**config.mk**
```make
export PLATFORM = sky130hd
export DESIGN_NAME = basket_controller
export DESIGN_NICKNAME = d
export VERILOG_FILES = /design/src/rtl/basket_pkg.sv /design/src/rtl/basket_match.sv /design/src/rtl/basket_controller.sv
export SDC_FILE = /design/constraint.sdc
export NUM_CORES = 1
export LEC_CHECK = 0
export CAP_MARGIN = 20
export CORE_MARGIN = 2
export CORE_UTILIZATION = 59
export DETAILED_ROUTE_END_ITERATION = 12
export DONT_BUFFER_PORTS = 1
export PLACE_DENSITY = 0.82
export SLEW_MARGIN = 5
export SYNTH_ARGS = -nofsm -noshare
export SYNTH_HDL_FRONTEND = slang
export SYNTH_SLANG_ARGS = --single-unit
export TNS_END_PERCENT = 30
```
**constraint.sdc**
```tcl
create_clock -name CLOCK_50 -period 4 [get_ports CLOCK_50]
set_input_delay 0.8 -clock CLOCK_50 [delete_from_list [all_inputs] [get_ports CLOCK_50]]
set_output_delay 0.8 -clock CLOCK_50 [all_outputs]
set_load 0.01 [all_outputs]
```
**src/rtl/basket_pkg.sv**
```systemverilog
`default_nettype none
// ============================================================================
// Module   : basket_pkg
// Brief    : Shared types, widths and price table for the basket controller.
// Revision : 1.0 - initial release
// ============================================================================
package basket_pkg;

    localparam int PRODUCT_ID_W = 4;
    localparam int COUNT_W      = 4;
    // Entry quantity field is sized for the default QTY_W; QTY_W must not exceed it.
    localparam int QTY_FIELD_W  = 4;
    localparam int PRICE_W      = 8;
    localparam int TOTAL_W      = 12;
    localparam int TOTAL_MAX    = 4095;

    typedef struct packed {
        logic [PRODUCT_ID_W-1:0] id;
        logic [QTY_FIELD_W-1:0]  qty;
    } basket_entry_t;

    typedef enum logic [1:0] {
        CMD_NONE   = 2'd0,
        CMD_ADD    = 2'd1,
        CMD_CANCEL = 2'd2,
        CMD_CLEAR  = 2'd3
    } basket_cmd_t;

    // Unit price per product ID, listed from ID 15 down to ID 0.
    localparam logic [15:0][PRICE_W-1:0] PRICE_TABLE = {
        8'd45, 8'd35, 8'd60, 8'd99, 8'd7,  8'd50, 8'd22, 8'd18,
        8'd5,  8'd40, 8'd8,  8'd30, 8'd25, 8'd15, 8'd12, 8'd10
    };

    function automatic logic [PRICE_W-1:0] price_of(input logic [PRODUCT_ID_W-1:0] id);
        return PRICE_TABLE[id];
    endfunction

    function automatic logic [TOTAL_W-1:0] sat_total(input logic [31:0] value);
        return (value > 32'(TOTAL_MAX)) ? TOTAL_W'(TOTAL_MAX) : value[TOTAL_W-1:0];
    endfunction

endpackage
`default_nettype wire

```
**src/rtl/basket_match.sv**
```systemverilog
`default_nettype none
// ============================================================================
// Module   : basket_match
// Brief    : Parallel product-ID compare over the occupied basket slots,
//            returning a hit flag and the lowest matching slot index.
// Revision : 1.0 - initial release
// ============================================================================
module basket_match
    import basket_pkg::*;
#(
    parameter int MAX_ENTRIES = 8,
    parameter int IDX_W       = $clog2(MAX_ENTRIES)
)(
    input  logic [MAX_ENTRIES-1:0][PRODUCT_ID_W-1:0] i_slot_ids,
    input  logic [COUNT_W-1:0]                       i_count,
    input  logic [PRODUCT_ID_W-1:0]                  i_id,
    output logic                                     o_hit,
    output logic [IDX_W-1:0]                         o_idx
);

    logic [MAX_ENTRIES-1:0] w_eq;

    for (genvar g = 0; g < MAX_ENTRIES; g++) begin : g_cmp
        assign w_eq[g] = (COUNT_W'(g) < i_count) && (i_slot_ids[g] == i_id);
    end

    // Scan downward so the lowest matching slot is the one that sticks.
    always_comb begin
        o_idx = '0;
        for (int i = MAX_ENTRIES - 1; i >= 0; i--) begin
            if (w_eq[i]) begin
                o_idx = IDX_W'(i);
            end
        end
    end

    assign o_hit = |w_eq;

endmodule
`default_nettype wire

```
**src/rtl/basket_controller.sv**
```systemverilog
`default_nettype none
// ============================================================================
// Module   : basket_controller
// Brief    : Ordered, compacted product basket with add/cancel/clear commands,
//            count reporting and a display read port.
// Options  : BASKET_TOTAL_EN enables the Total_Price running sum.
// Revision : 1.0 - initial release
// ============================================================================
module basket_controller
    import basket_pkg::*;
#(
    parameter int MAX_ENTRIES = 8,
    parameter int QTY_W       = 4,
    parameter int QTY_MAX     = 15
)(
    input  logic                           CLOCK_50,
    input  logic                           RESET,
    input  logic                           Add_Pulse,
    input  logic                           Cancel_Pulse,
    input  logic                           Clear_Pulse,
    input  logic [PRODUCT_ID_W-1:0]        ProductID_in,
    input  logic [QTY_W-1:0]               ProductQuantity_in,
    input  logic [$clog2(MAX_ENTRIES)-1:0] Rd_Index,
    output logic [PRODUCT_ID_W-1:0]        Rd_ProductID,
    output logic [QTY_W-1:0]               Rd_Quantity,
    output logic [COUNT_W-1:0]             BasketProductNum,
    output logic                           Busy,
    output logic                           Full_Err,
    output logic                           NotFound_Err,
    output logic                           Cmd_Drop,
    output logic [TOTAL_W-1:0]             Total_Price
);

    localparam int IDX_W  = $clog2(MAX_ENTRIES);
    localparam int QTY_W1 = QTY_W + 1;
    localparam logic [QTY_W:0] c_QTY_SAT = QTY_W1'(QTY_MAX);

    typedef enum logic [0:0] {
        ST_IDLE  = 1'b0,
        ST_SHIFT = 1'b1
    } state_t;

    state_t                 r_state;
    basket_entry_t          r_slot [MAX_ENTRIES];
    logic [IDX_W-1:0]       r_ptr;
    logic [COUNT_W-1:0]     r_count;
    logic                   r_full_err;
    logic                   r_nf_err;
    logic                   r_drop;

    logic [MAX_ENTRIES-1:0][PRODUCT_ID_W-1:0] w_slot_ids;
    basket_cmd_t            w_cmd;
    logic [1:0]             w_npulse;
    logic                   w_drop;
    logic                   w_hit;
    logic [IDX_W-1:0]       w_hit_idx;
    logic [QTY_W-1:0]       w_hit_qty;
    logic [QTY_W:0]         w_sum;
    logic [QTY_W-1:0]       w_sat_qty;
    logic                   w_full;
    logic                   w_add_new;
    logic [IDX_W-1:0]       w_wr_idx;
    logic [IDX_W-1:0]       w_ptr_next;
    logic [COUNT_W-1:0]     w_last;
    logic [IDX_W-1:0]       w_last_idx;
    logic                   w_more;
    basket_entry_t          w_rd_entry;

    for (genvar g = 0; g < MAX_ENTRIES; g++) begin : g_ids
        assign w_slot_ids[g] = r_slot[g].id;
    end

    basket_match #(
        .MAX_ENTRIES (MAX_ENTRIES),
        .IDX_W       (IDX_W)
    ) u_match (
        .i_slot_ids  (w_slot_ids),
        .i_count     (r_count),
        .i_id        (ProductID_in),
        .o_hit       (w_hit),
        .o_idx       (w_hit_idx)
    );

    // Clear beats cancel beats add; any losing pulse is reported as dropped.
    always_comb begin
        w_cmd = CMD_NONE;
        if (Clear_Pulse) begin
            w_cmd = CMD_CLEAR;
        end else if (Cancel_Pulse) begin
            w_cmd = CMD_CANCEL;
        end else if (Add_Pulse) begin
            w_cmd = CMD_ADD;
        end
    end

    assign w_npulse = {1'b0, Add_Pulse} + {1'b0, Cancel_Pulse} + {1'b0, Clear_Pulse};
    assign w_drop   = (w_npulse > 2'd1) ||
                      ((r_state == ST_SHIFT) && ((w_cmd == CMD_ADD) || (w_cmd == CMD_CANCEL)));

    assign w_hit_qty = r_slot[w_hit_idx].qty[QTY_W-1:0];
    assign w_sum     = {1'b0, w_hit_qty} + {1'b0, ProductQuantity_in};
    assign w_sat_qty = (w_sum > c_QTY_SAT) ? c_QTY_SAT[QTY_W-1:0] : w_sum[QTY_W-1:0];
    assign w_full    = (r_count == COUNT_W'(MAX_ENTRIES));
    // A zero-quantity add of a new product leaves the basket untouched.
    assign w_add_new = !w_hit && (ProductQuantity_in != '0);
    assign w_wr_idx  = IDX_W'(r_count);

    assign w_ptr_next = r_ptr + IDX_W'(1);
    assign w_last     = r_count - COUNT_W'(1);
    assign w_last_idx = IDX_W'(w_last);
    assign w_more     = (COUNT_W'(r_ptr) < w_last);

    always_ff @(posedge CLOCK_50) begin
        if (RESET) begin
            r_state    <= ST_IDLE;
            r_ptr      <= '0;
            r_count    <= '0;
            r_full_err <= 1'b0;
            r_nf_err   <= 1'b0;
            r_drop     <= 1'b0;
            for (int i = 0; i < MAX_ENTRIES; i++) begin
                r_slot[i] <= '0;
            end
        end else begin
            r_full_err <= 1'b0;
            r_nf_err   <= 1'b0;
            r_drop     <= w_drop;
            if (w_cmd == CMD_CLEAR) begin
                r_state <= ST_IDLE;
                r_ptr   <= '0;
                r_count <= '0;
                for (int i = 0; i < MAX_ENTRIES; i++) begin
                    r_slot[i] <= '0;
                end
            end else if (r_state == ST_IDLE) begin
                case (w_cmd)
                    CMD_ADD: begin
                        if (w_hit) begin
                            r_slot[w_hit_idx].qty <= QTY_FIELD_W'(w_sat_qty);
                        end else if (w_add_new) begin
                            if (w_full) begin
                                r_full_err <= 1'b1;
                            end else begin
                                r_slot[w_wr_idx].id  <= ProductID_in;
                                r_slot[w_wr_idx].qty <= QTY_FIELD_W'(ProductQuantity_in);
                                r_count              <= r_count + COUNT_W'(1);
                            end
                        end
                    end
                    CMD_CANCEL: begin
                        if (w_hit) begin
                            r_ptr   <= w_hit_idx;
                            r_state <= ST_SHIFT;
                        end else begin
                            r_nf_err <= 1'b1;
                        end
                    end
                    default: ;
                endcase
            end else begin
                // One slot of compaction per cycle; the tail slot is freed last.
                if (w_more) begin
                    r_slot[r_ptr] <= r_slot[w_ptr_next];
                    r_ptr         <= w_ptr_next;
                end else begin
                    r_slot[w_last_idx] <= '0;
                    r_count            <= w_last;
                    r_state            <= ST_IDLE;
                end
            end
        end
    end

    assign w_rd_entry       = r_slot[Rd_Index];
    assign Rd_ProductID     = w_rd_entry.id;
    assign Rd_Quantity      = (COUNT_W'(Rd_Index) < r_count) ? w_rd_entry.qty[QTY_W-1:0] : '0;
    assign BasketProductNum = r_count;
    assign Busy             = (r_state == ST_SHIFT);
    assign Full_Err         = r_full_err;
    assign NotFound_Err     = r_nf_err;
    assign Cmd_Drop         = r_drop;

`ifdef BASKET_TOTAL_EN
    logic [TOTAL_W-1:0] r_total;
    logic               r_total_sat;
    logic [31:0]        w_add_term;
    logic [31:0]        w_add_raw;
    logic [31:0]        w_rm_term;
    logic [31:0]        w_recalc;

    always_comb begin
        w_add_term = w_hit ? 32'(price_of(ProductID_in)) * 32'(w_sat_qty - w_hit_qty)
                           : 32'(price_of(ProductID_in)) * 32'(ProductQuantity_in);
        w_add_raw  = 32'(r_total) + w_add_term;
        w_rm_term  = 32'(price_of(ProductID_in)) * 32'(w_hit_qty);
        // Surviving entries occupy slots below count-1 on the final shift cycle.
        w_recalc   = '0;
        for (int i = 0; i < MAX_ENTRIES; i++) begin
            if (COUNT_W'(i) < w_last) begin
                w_recalc = w_recalc + 32'(price_of(r_slot[i].id)) * 32'(r_slot[i].qty);
            end
        end
    end

    always_ff @(posedge CLOCK_50) begin
        if (RESET || (w_cmd == CMD_CLEAR)) begin
            r_total     <= '0;
            r_total_sat <= 1'b0;
        end else if (r_state == ST_IDLE) begin
            if ((w_cmd == CMD_ADD) && (w_hit || (w_add_new && !w_full))) begin
                r_total <= sat_total(w_add_raw);
                if (w_add_raw > 32'(TOTAL_MAX)) begin
                    r_total_sat <= 1'b1;
                end
            end else if ((w_cmd == CMD_CANCEL) && w_hit && !r_total_sat) begin
                r_total <= r_total - TOTAL_W'(w_rm_term);
            end
        end else if (!w_more && r_total_sat) begin
            r_total     <= sat_total(w_recalc);
            r_total_sat <= (w_recalc > 32'(TOTAL_MAX));
        end
    end

    assign Total_Price = r_total;
`else
    assign Total_Price = '0;
`endif

endmodule
`default_nettype wire

```
==> results by group, run 1 <==
Outcome
  – Result of the run: finished with violations
  – Failing checks: negative setup slack

Run
  – Max capacitance violation total: 0

Power and ir drop
  – Reg power frac: a little over half
  – Ratio of total power to cell area: between 200 and 300 nW/µm²
  – Sw Ratio: 29.1%
  – Cell Int Power: approximately 1.3 mW
  – Share of total power in the clock network: between 30% and 40%
  – Leakage power total: about 2.3 nW
  – Net switching component of the power: around 0.52 mW
  – Worst-case vdd ir drop: 197 µV
  – Portion of total power attributed to combinational logic: between 15 and 20%

Cells and area
  – Area added between synthesis and finish: 13.0%
  – N_diodes: 0
  – Commonest non-fill, non-tap cell in the layout: sky130_fd_sc_hd__nor2_1
  – Fill cell count: about 600
  – Layout net count: about 570
  – Fraction of layout cells with a size suffix above 1: about 28%
  – Post-layout instance area: just over 6000 µm²
  – Top library cells by usage in the layout, fill and taps aside: sky130_fd_sc_hd__nor2_1, sky130_fd_sc_hd__edfxtp_1, sky130_fd_sc_hd__nand2_1, sky130_fd_sc_hd__buf_4, sky130_fd_sc_hd__mux4_2

Placement
  – Half-perimeter wire length after placement: between 10 and 15 mm
  – # port buffers: 0
  – Post-place instance area: between 5000 and 6000 µm²
  – Routability congestion estimate: 0.963

Timing
  – Final WS setup: -142 ps
  – Actual slew at the worst max-slew pin: approximately 850 ps
  – Setup repair after global routing missed its margin: true
  – Worst slew margin relative to its limit: 43.4%
  – Post-route minimum period: 4140 ps
  – Worst Clk Skew: between 8 and 9 ps
  – Crit share post-route: 104%
  – Final Hold Viols: 0
  – Maximum achievable frequency: around 240 MHz
  – Max-slew violation count: 0
  – Worst Hold Slack: between 500 and 600 ps
  – Final setup vio count: 10

Die
  – Core Rows: 35
  – Floorplan die width: between 100 and 150 µm
  – Die Footprint: just over 10000 µm²
  – Initial core utilization: about 60%
  – Die Y-Extent: around 100 µm
  – Top-Level Pins: between 40 and 50
  – Core area: slightly above 9000 µm²

Routing
  – Vias per cell: approximately 7
  – 1st-iter DRT viols: 568
  – DRC viols: 0
  – Drt pass-1 iters: 5
  – Total length of routed met2 wires: 7.04 mm
  – DRT Wirelength: 14.7 mm
  – DR WL/cell: 22.5 µm
  – Total vias in the final route: ~4600
  – Routed length on met1: approximately 5.3 mm
  – Antenna viol nets, final: 0
  – Total length of routed met3 wires: between 1.5 and 2 mm
  – Highest signal layer in the routed design: met4

Hold path
  – Hold Path Class: in2reg
  – Worst hold path depth: 1
  – Terminating pin of the worst hold path: Cmd_Drop$_SDFF_PP0_
  – Launch instance of the worst min-delay path: RESET

Synth
  – Flip-flop and latch count after synthesis: 75
  – Simple-gate portion of the synthesized area: 17.5%
  – Combinational family with the most area after synthesis: multiplexers
  – Count of distinct cell types in the synthesized netlist: 62
  – Post-Syn Area: 5510 µm²
  – Number of enable-type register cells in the synthesized netlist: 64
  – Multiplexer area fraction after synthesis: approximately a fifth
  – Post-Synth XOR/XNOR Area: ~6%
  – Synth Area in Compound Gates: roughly 8.6%
  – Share of synthesized area occupied by flip-flops and latches: 38.9%
  – Yosys synthesis warning count: 0
  – Ys async rst share: 0%
  – Adder and majority cell fraction of the synthesized area: under 10%
  – Avg Synthesized Cell Area: about 11 µm²
  – Post-synth top flop: sky130_fd_sc_hd__edfxtp_1
  – Cell count after synthesis: around 520

Setup path
  – Worst reg2reg setup slack: -140 ps
  – Source of the critical timing path: r_slot[7][4]$_SDFFCE_PN0P_
  – Crit. End Element: flip-flop
  – Kind of start point of the critical path: flip-flop
  – Data required time of the worst path: around 4100 ps
  – Path depth of the worst reg2reg path: 16
  – Worst reg2reg startpoint: r_slot[7][4]$_SDFFCE_PN0P_
  – Crit-path max FO: 8
  – Data arrival, critical path: 4240 ps
  – Worst reg2reg path endpoint: r_slot[3][3]$_SDFFCE_PN0P_
  – Start-to-end type of the worst setup path: reg2reg

Clocking
  – Number of clock sinks seen by CTS: 75
  – Total number of H-tree levels: 3
  – CTS Root Cell: sky130_fd_sc_hd__clkbuf_8
  – Post-CTS clock slew at the launch and capture registers of the worst setup and hold paths: approximately 80 ps
  – Total CTS buffers: 9
  – Clock latency reported for the late side of the worst-skew pair: between 300 and 400 ps
  – Buffer depth of the longest clock path: 2
  – CTS tree: yes

Global route
  – Number of antenna violations at the first check in global routing: 0
  – Total routing resource utilization after global routing: 27.9%
  – Wire length of the first global-routing pass: about 22 mm
  – Number of global-route vias before repair: around 4300
  – GRT Residual Overflow: 0
  – Pin count of the biggest net entering global routing: 20
## worst max-delay path by stage
stage / endpoint / slack [ps] / depth (start not counted)
2_1_floorplan: r_slot[5][1]$_SDFFCE_PN0P_ / -4 / 18
3_3_place_gp: r_slot[7][0]$_SDFFCE_PN0P_ / -80 / 18
3_5_place_dp: r_slot[0][3]$_SDFFCE_PN0P_ / -210 / 17
4_1_cts: r_slot[3][1]$_SDFFCE_PN0P_ / 10 / 20
5_1_grt: r_slot[0][3]$_SDFFCE_PN0P_ / -320 / 18
6_report: r_slot[3][3]$_SDFFCE_PN0P_ / -140 / 16
## repair_timing
item / 4_1_cts / 5_1_grt
buffers inserted: 0 / 8
pin swaps: 0 / 25
setup endpoints to repair: 12 / 32
gates cloned: 0 / 2
hold buffers: 0 / 0
gates resized for setup: 2 / 53
## cell usage after synthesis (5+ instances only)
cell type	n	share of area, %
sky130_fd_sc_hd__edfxtp_1	64	35
sky130_fd_sc_hd__nand4_1	8	0.91
sky130_fd_sc_hd__o21ai_0	6	0.54
sky130_fd_sc_hd__xor2_1	19	3.0
sky130_fd_sc_hd__nor3_1	11	1.0
sky130_fd_sc_hd__a21oi_1	23	2.1
sky130_fd_sc_hd__buf_4	16	2.2
sky130_fd_sc_hd__nand3_1	16	1.5
sky130_fd_sc_hd__xnor2_1	18	2.9
sky130_fd_sc_hd__nor2_1	91	6.2
sky130_fd_sc_hd__a211oi_1	5	0.68
sky130_fd_sc_hd__a32o_1	5	0.91
sky130_fd_sc_hd__nand2_1	38	2.6
sky130_fd_sc_hd__clkbuf_1	13	0.89
sky130_fd_sc_hd__ha_1	18	4.1
sky130_fd_sc_hd__inv_1	11	0.75
sky130_fd_sc_hd__dfxtp_1	11	4.0
sky130_fd_sc_hd__mux2_2	7	1.4
sky130_fd_sc_hd__mux4_2	32	13
sky130_fd_sc_hd__mux2i_1	30	5.4
## power groups by stage
stage               combinational (mW)  clock (mW)  sequential, mW
global placement                 0.255           0           0.940
CTS                              0.267       0.558           0.927
floorplan                        0.217           0           0.926
detailed placement               0.265           0           0.945
finish                           0.300       0.558           0.932
global route                     0.321       0.587           0.933
## critical path, stage by stage, from the launching register on
cell and delay [ps]:
sky130_fd_sc_hd__edfxtp_1 450, sky130_fd_sc_hd__xor2_1 200, sky130_fd_sc_hd__nor3_2 210, sky130_fd_sc_hd__nand3_1 130, sky130_fd_sc_hd__a211oi_2 300, sky130_fd_sc_hd__o31a_1 350
sky130_fd_sc_hd__clkbuf_16 230, sky130_fd_sc_hd__mux2i_1 260, sky130_fd_sc_hd__nand2_1 120, sky130_fd_sc_hd__a32o_1 220, sky130_fd_sc_hd__ha_1 320, sky130_fd_sc_hd__nor2b_2 170
sky130_fd_sc_hd__mux2i_1 200, sky130_fd_sc_hd__nand2_1 70, sky130_fd_sc_hd__mux2_4 270, sky130_fd_sc_hd__a21oi_4 290, sky130_fd_sc_hd__nor2_1 100
## final cells by class
cell class	count	area [µm²]	area share, %
Clock buffer	9	124	1.99
Clock inverter	7	58.8	0.944
Inverter	11	43.8	0.703
Multi-Input combinational cell	404	3370	54.2
Sequential cell	75	2150	34.5
Tap cell	111	139	2.23
Timing Repair Buffer	38	340	5.46
## through the flow
step / power (mW) / cells / util (%) / setup TNS, ps / setup slack [ps]
3_5_place_dp: 1.21 / 629 / 62.9 / -5020 / -211
2_1_floorplan: 1.14 / 526 / - / -32.2 / -4.37
5_1_grt: 1.84 / 655 / 68.1 / -7140 / -318
3_3_place_gp: 1.19 / 629 / 62.9 / -1700 / -75.6
6_report: 1.79 / 655 / 68.1 / -984 / -142
4_1_cts: 1.75 / 645 / 65.0 / 0 / 14.4
## logic make-up (layout without fill, tap and decap cells)
group	Yosys count	count (layout)
muxes	69	69
and+or+nand+nor	201	202
DFF	75	75
buffers and inverters	48	65
xor gates and xnor gates	37	37
adders and majority gates	19	19
other	1	12
AOI/OAI and AO/OA	65	65
## registers in the layout, summed over array words and instances, names as in the netlist
| name | cells |
|---|---|
| Full_Err | 1 |
| Busy | 1 |
| r_slot | 64 |
| Cmd_Drop | 1 |
| r_ptr | 3 |
| NotFound_Err | 1 |
| BasketProductNum | 4 |
## layer usage
metal  vias up  global-route usage (%)
li1       1953                       -
met4         0                    13.7
met1      2171                    36.1
met2       390                    45.0
met3        92                    5.48
met5         -                       0
Note: power is estimated with default switching activity, not from simulation.
==> inputs of run 2 (changes only) <==
--- a/config.mk
+++ b/config.mk
@@ -7,10 +7,10 @@
 export LEC_CHECK = 0
 export CAP_MARGIN = 20
 export CORE_MARGIN = 2
-export CORE_UTILIZATION = 59
+export CORE_UTILIZATION = 45
 export DETAILED_ROUTE_END_ITERATION = 12
 export DONT_BUFFER_PORTS = 1
-export PLACE_DENSITY = 0.82
+export PLACE_DENSITY = 0.66
 export SLEW_MARGIN = 5
 export SYNTH_ARGS = -nofsm -noshare
 export SYNTH_HDL_FRONTEND = slang
==> run 2 against run 1 <==
The run now ends clean. Core utilization fell by 15 points. Clock skew rose by 2.2 ps. Critical path depth rose by 5. Power rose by 17%. Critical path type unchanged. Largest cell class unchanged.
==> results by group, run 2 (same netlist as run 1, synthesis figures left out) <==
Outcome
  – Result of the run: completed (was finished with violations)

Timing
  – Final Hold Viols: 0 (unchanged)
  – Post-route minimum period: 3950 ps (was 4140 ps)
  – Maximum achievable frequency: 253 MHz (was 241 MHz)
  – Actual slew at the worst max-slew pin: 840 ps (was 849 ps)
  – Max-slew violation count: 0 (unchanged)
  – Worst slew margin relative to its limit: 44.0% (was 43.4%)
  – Final WS setup: 47.5 ps (was -142 ps)
  – Final setup vio count: 0 (was 10)
  – Crit share post-route: 98.8% (was 104%)
  – Setup repair after global routing missed its margin: true (unchanged)
  – Worst Clk Skew: 10.8 ps (was 8.55 ps)

Hold path
  – Worst hold path depth: 1 (unchanged)
  – Hold Path Class: in2reg (unchanged)
  – Launch instance of the worst min-delay path: RESET (unchanged)

Global route
  – GRT Residual Overflow: 0 (unchanged)
  – Total routing resource utilization after global routing: 22.5% (was 27.9%)
  – Wire length of the first global-routing pass: 22.7 mm (was 21.7 mm)
  – Number of global-route vias before repair: 4189 (was 4294)
  – Number of antenna violations at the first check in global routing: 0 (unchanged)
  – Pin count of the biggest net entering global routing: 20 (unchanged)

Routing
  – Vias per cell: 6.26 (was 7.03)
  – Drt pass-1 iters: 5 (unchanged)
  – DRT Wirelength: 14.6 mm (was 14.7 mm)
  – 1st-iter DRT viols: 520 (was 568)
  – Total vias in the final route: 4333 (was 4606)
  – DR WL/cell: 21.1 µm (was 22.5 µm)
  – Antenna viol nets, final: 0 (unchanged)
  – DRC viols: 0 (unchanged)

Cells and area
  – Commonest non-fill, non-tap cell in the layout: sky130_fd_sc_hd__nor2_1 (unchanged)
  – Sequential standard cell area: 2150 µm² (unchanged)
  – Max FFs per register: 64 (unchanged)
  – Register name with the most flops: r_slot (unchanged)
  – Final standard cell count with taps included and fillers excluded: 692 (was 655)
  – Fraction of layout cells with a size suffix above 1: 24.4% (was 27.9%)
  – Area added between synthesis and finish: 15.0% (was 13.0%)
  – Fill cell count: 1002 (was 598)
  – Layout net count: 576 (was 574)
  – Top library cells by usage in the layout, fill and taps aside: sky130_fd_sc_hd__nor2_1, sky130_fd_sc_hd__edfxtp_1, sky130_fd_sc_hd__nand2_1, sky130_fd_sc_hd__buf_4, sky130_fd_sc_hd__mux4_2 (unchanged)
  – N_diodes: 0 (unchanged)
  – Multi-input gate area: 3280 µm² (was 3370 µm²)
  – Post-layout instance area: 6340 µm² (was 6230 µm²)

Setup path
  – Family of cells with the greatest summed delay on the critical path: compound AO/OA/AOI/OAI gates (unchanged)
  – Critical-path top delay cell: sky130_fd_sc_hd__dfxtp_4 (was sky130_fd_sc_hd__edfxtp_1)
  – Combined buffer and inverter count along the critical path: 4 (was 1)
  – Start-to-end type of the worst setup path: reg2reg (unchanged)
  – Data arrival, critical path: 4020 ps (was 4240 ps)
  – Worst reg2reg startpoint: BasketProductNum[0]$_SDFFE_PP0P_ (was r_slot[7][4]$_SDFFCE_PN0P_)
  – Crit-path max FO: 8 (unchanged)
  – Kind of start point of the critical path: flip-flop (unchanged)
  – Crit. End Element: flip-flop (unchanged)
  – Cell-by-cell listing of the critical path: buf_4 -> ha_1 -> a21oi_1 -> nor3_2 -> nand3_1 -> a211oi_2 -> o31a_1 -> buf_6 -> buf_12 -> buf_4 -> mux2i_1 -> nand2_1 -> a32o_1 -> ha_1 -> a21oi_1 -> nor2b_1 -> mux2i_1 -> nand2_1 -> mux2_4 -> a21oi_4 -> nor2_1 (was xor2_1 -> nor3_2 -> nand3_1 -> a211oi_2 -> o31a_1 -> clkbuf_16 -> mux2i_1 -> nand2_1 -> a32o_1 -> ha_1 -> nor2b_2 -> mux2i_1 -> nand2_1 -> mux2_4 -> a21oi_4 -> nor2_1)
  – Number of gates on the worst path with buffers counted: 21 (was 16)
  – Path depth of the worst reg2reg path: 21 (was 16)
  – Source of the critical timing path: BasketProductNum[0]$_SDFFE_PP0P_ (was r_slot[7][4]$_SDFFCE_PN0P_)
  – Data required time of the worst path: 4070 ps (was 4100 ps)
  – Maximum single-stage delay on the critical path: 350 ps (was 450 ps)

Die
  – Core area: 12000 µm² (was 9150 µm²)
  – Floorplan die width: 115 µm (was 101 µm)
  – Initial core utilization: 46.1% (was 60.2%)
  – Top-Level Pins: 44 (unchanged)
  – Die Y-Extent: 115 µm (was 101 µm)
  – Die Footprint: 13100 µm² (was 10100 µm²)
  – Core Rows: 40 (was 35)

Power and ir drop
  – Ratio of total power to cell area: 329 nW/µm² (was 287 nW/µm²)
  – Reg power frac: 44.5% (was 52.1%)
  – Worst-case vdd ir drop: 207 µV (was 197 µV)
  – Net switching component of the power: 0.513 mW (was 0.521 mW)
  – Cell Int Power: 1.57 mW (was 1.27 mW)
  – Overall power after layout: 2.09 mW (was 1.79 mW)
  – Portion of total power attributed to combinational logic: 13.8% (was 16.8%)
  – Share of total power in the clock network: 41.7% (was 31.2%)
  – Leakage power total: 2.35 nW (was 2.28 nW)
  – Sw Ratio: 24.6% (was 29.1%)

Clocking
  – Post-CTS clock slew at the launch and capture registers of the worst setup and hold paths: 60 ps (was 80 ps)
  – Total CTS buffers: 9 (unchanged)
  – Number of clock sinks seen by CTS: 75 (unchanged)
  – Hold bufs inserted after CTS: 0 (unchanged)
  – Buffer depth of the longest clock path: 2 (unchanged)
  – Clock latency reported for the late side of the worst-skew pair: 340 ps (was 360 ps)
  – CTS Root Cell: sky130_fd_sc_hd__clkbuf_16 (was sky130_fd_sc_hd__clkbuf_8)
  – Total number of H-tree levels: 3 (unchanged)
  – CTS tree: yes (unchanged)

Placement
  – Routability congestion estimate: 0.914 (was 0.963)
  – Worst slack after detailed placement: -210 ps (was -211 ps)
  – Post-place instance area: 5820 µm² (was 5760 µm²)
  – # port buffers: 0 (unchanged)
  – Cells after DPL: 667 (was 629)
  – Half-perimeter wire length after placement: 10.9 mm (was 10.6 mm)

Run
  – Max capacitance violation total: 0 (unchanged)
run 2: cell types whose count changed in the layout (fill, tap and decap cells not counted), moves of 3 or more:
cell / delta
sky130_fd_sc_hd__clkbuf_8: -9
sky130_fd_sc_hd__nor2_1: +8
sky130_fd_sc_hd__nor2_2: -5
sky130_fd_sc_hd__nor2_4: -3
sky130_fd_sc_hd__clkbuf_16: +9
sky130_fd_sc_hd__mux2i_1: +3
sky130_fd_sc_hd__a21oi_1: +4
sky130_fd_sc_hd__a21oi_2: -3
run 2: layout make-up:
cell class,count,share of cell area (%)
repair buffers,41,5.79
multi-input cells,403,51.8
clock inverters,6,1.42
clock buffers,9,3.55
flip-flops and latches,75,33.9
inverters,11,0.652
well taps,147,2.90
run 2: layer usage:
layer	share of wire [%]	vias to the layer above	GRT usage [%]
met5	0	-	0
met2	49	200	37.1
met1	42	2160	30.0
li1	-	1952	-
met3	6.8	21	3.55
met4	2.3	0	8.21
run 2: timing repair:
item,in CTS,in global routing
buffers inserted,0,9
cloned,0,1
pin swaps,0,11
setup endpoints to repair,9,32
gates resized for setup,3,27
run 2: final timing paths:
path,end,slack (ps)
max reg2reg,r_slot[7][3]$_SDFFCE_PN0P_,50
min,Cmd_Drop$_SDFF_PP0_,530
max,r_slot[7][3]$_SDFFCE_PN0P_,50
min reg2reg,r_ptr[1]$_SDFFE_PP0P_,570
run 2: stage by stage:
| stage | setup TNS [ps] | utilization (%) | hold WS [ps] |
|---|---|---|---|
| final | 0 | 53.0 | 532 |
| after global routing | -3260 | 53.0 | 532 |
| after CTS | 0 | 51.3 | 529 |
| after detailed placement | -5060 | 48.7 | 554 |
| after global placement | -1690 | 48.7 | 542 |
| after floorplan | -32.2 | - | 511 |
run 2: power by group through the flow:
stage	logic (mW)	clock network (mW)	registers, mW
finish	0.289	0.870	0.929
global route	0.311	0.910	0.932
CTS	0.268	0.868	0.928
detailed placement	0.265	0	0.945
global placement	0.258	0	0.943
floorplan	0.217	0	0.926
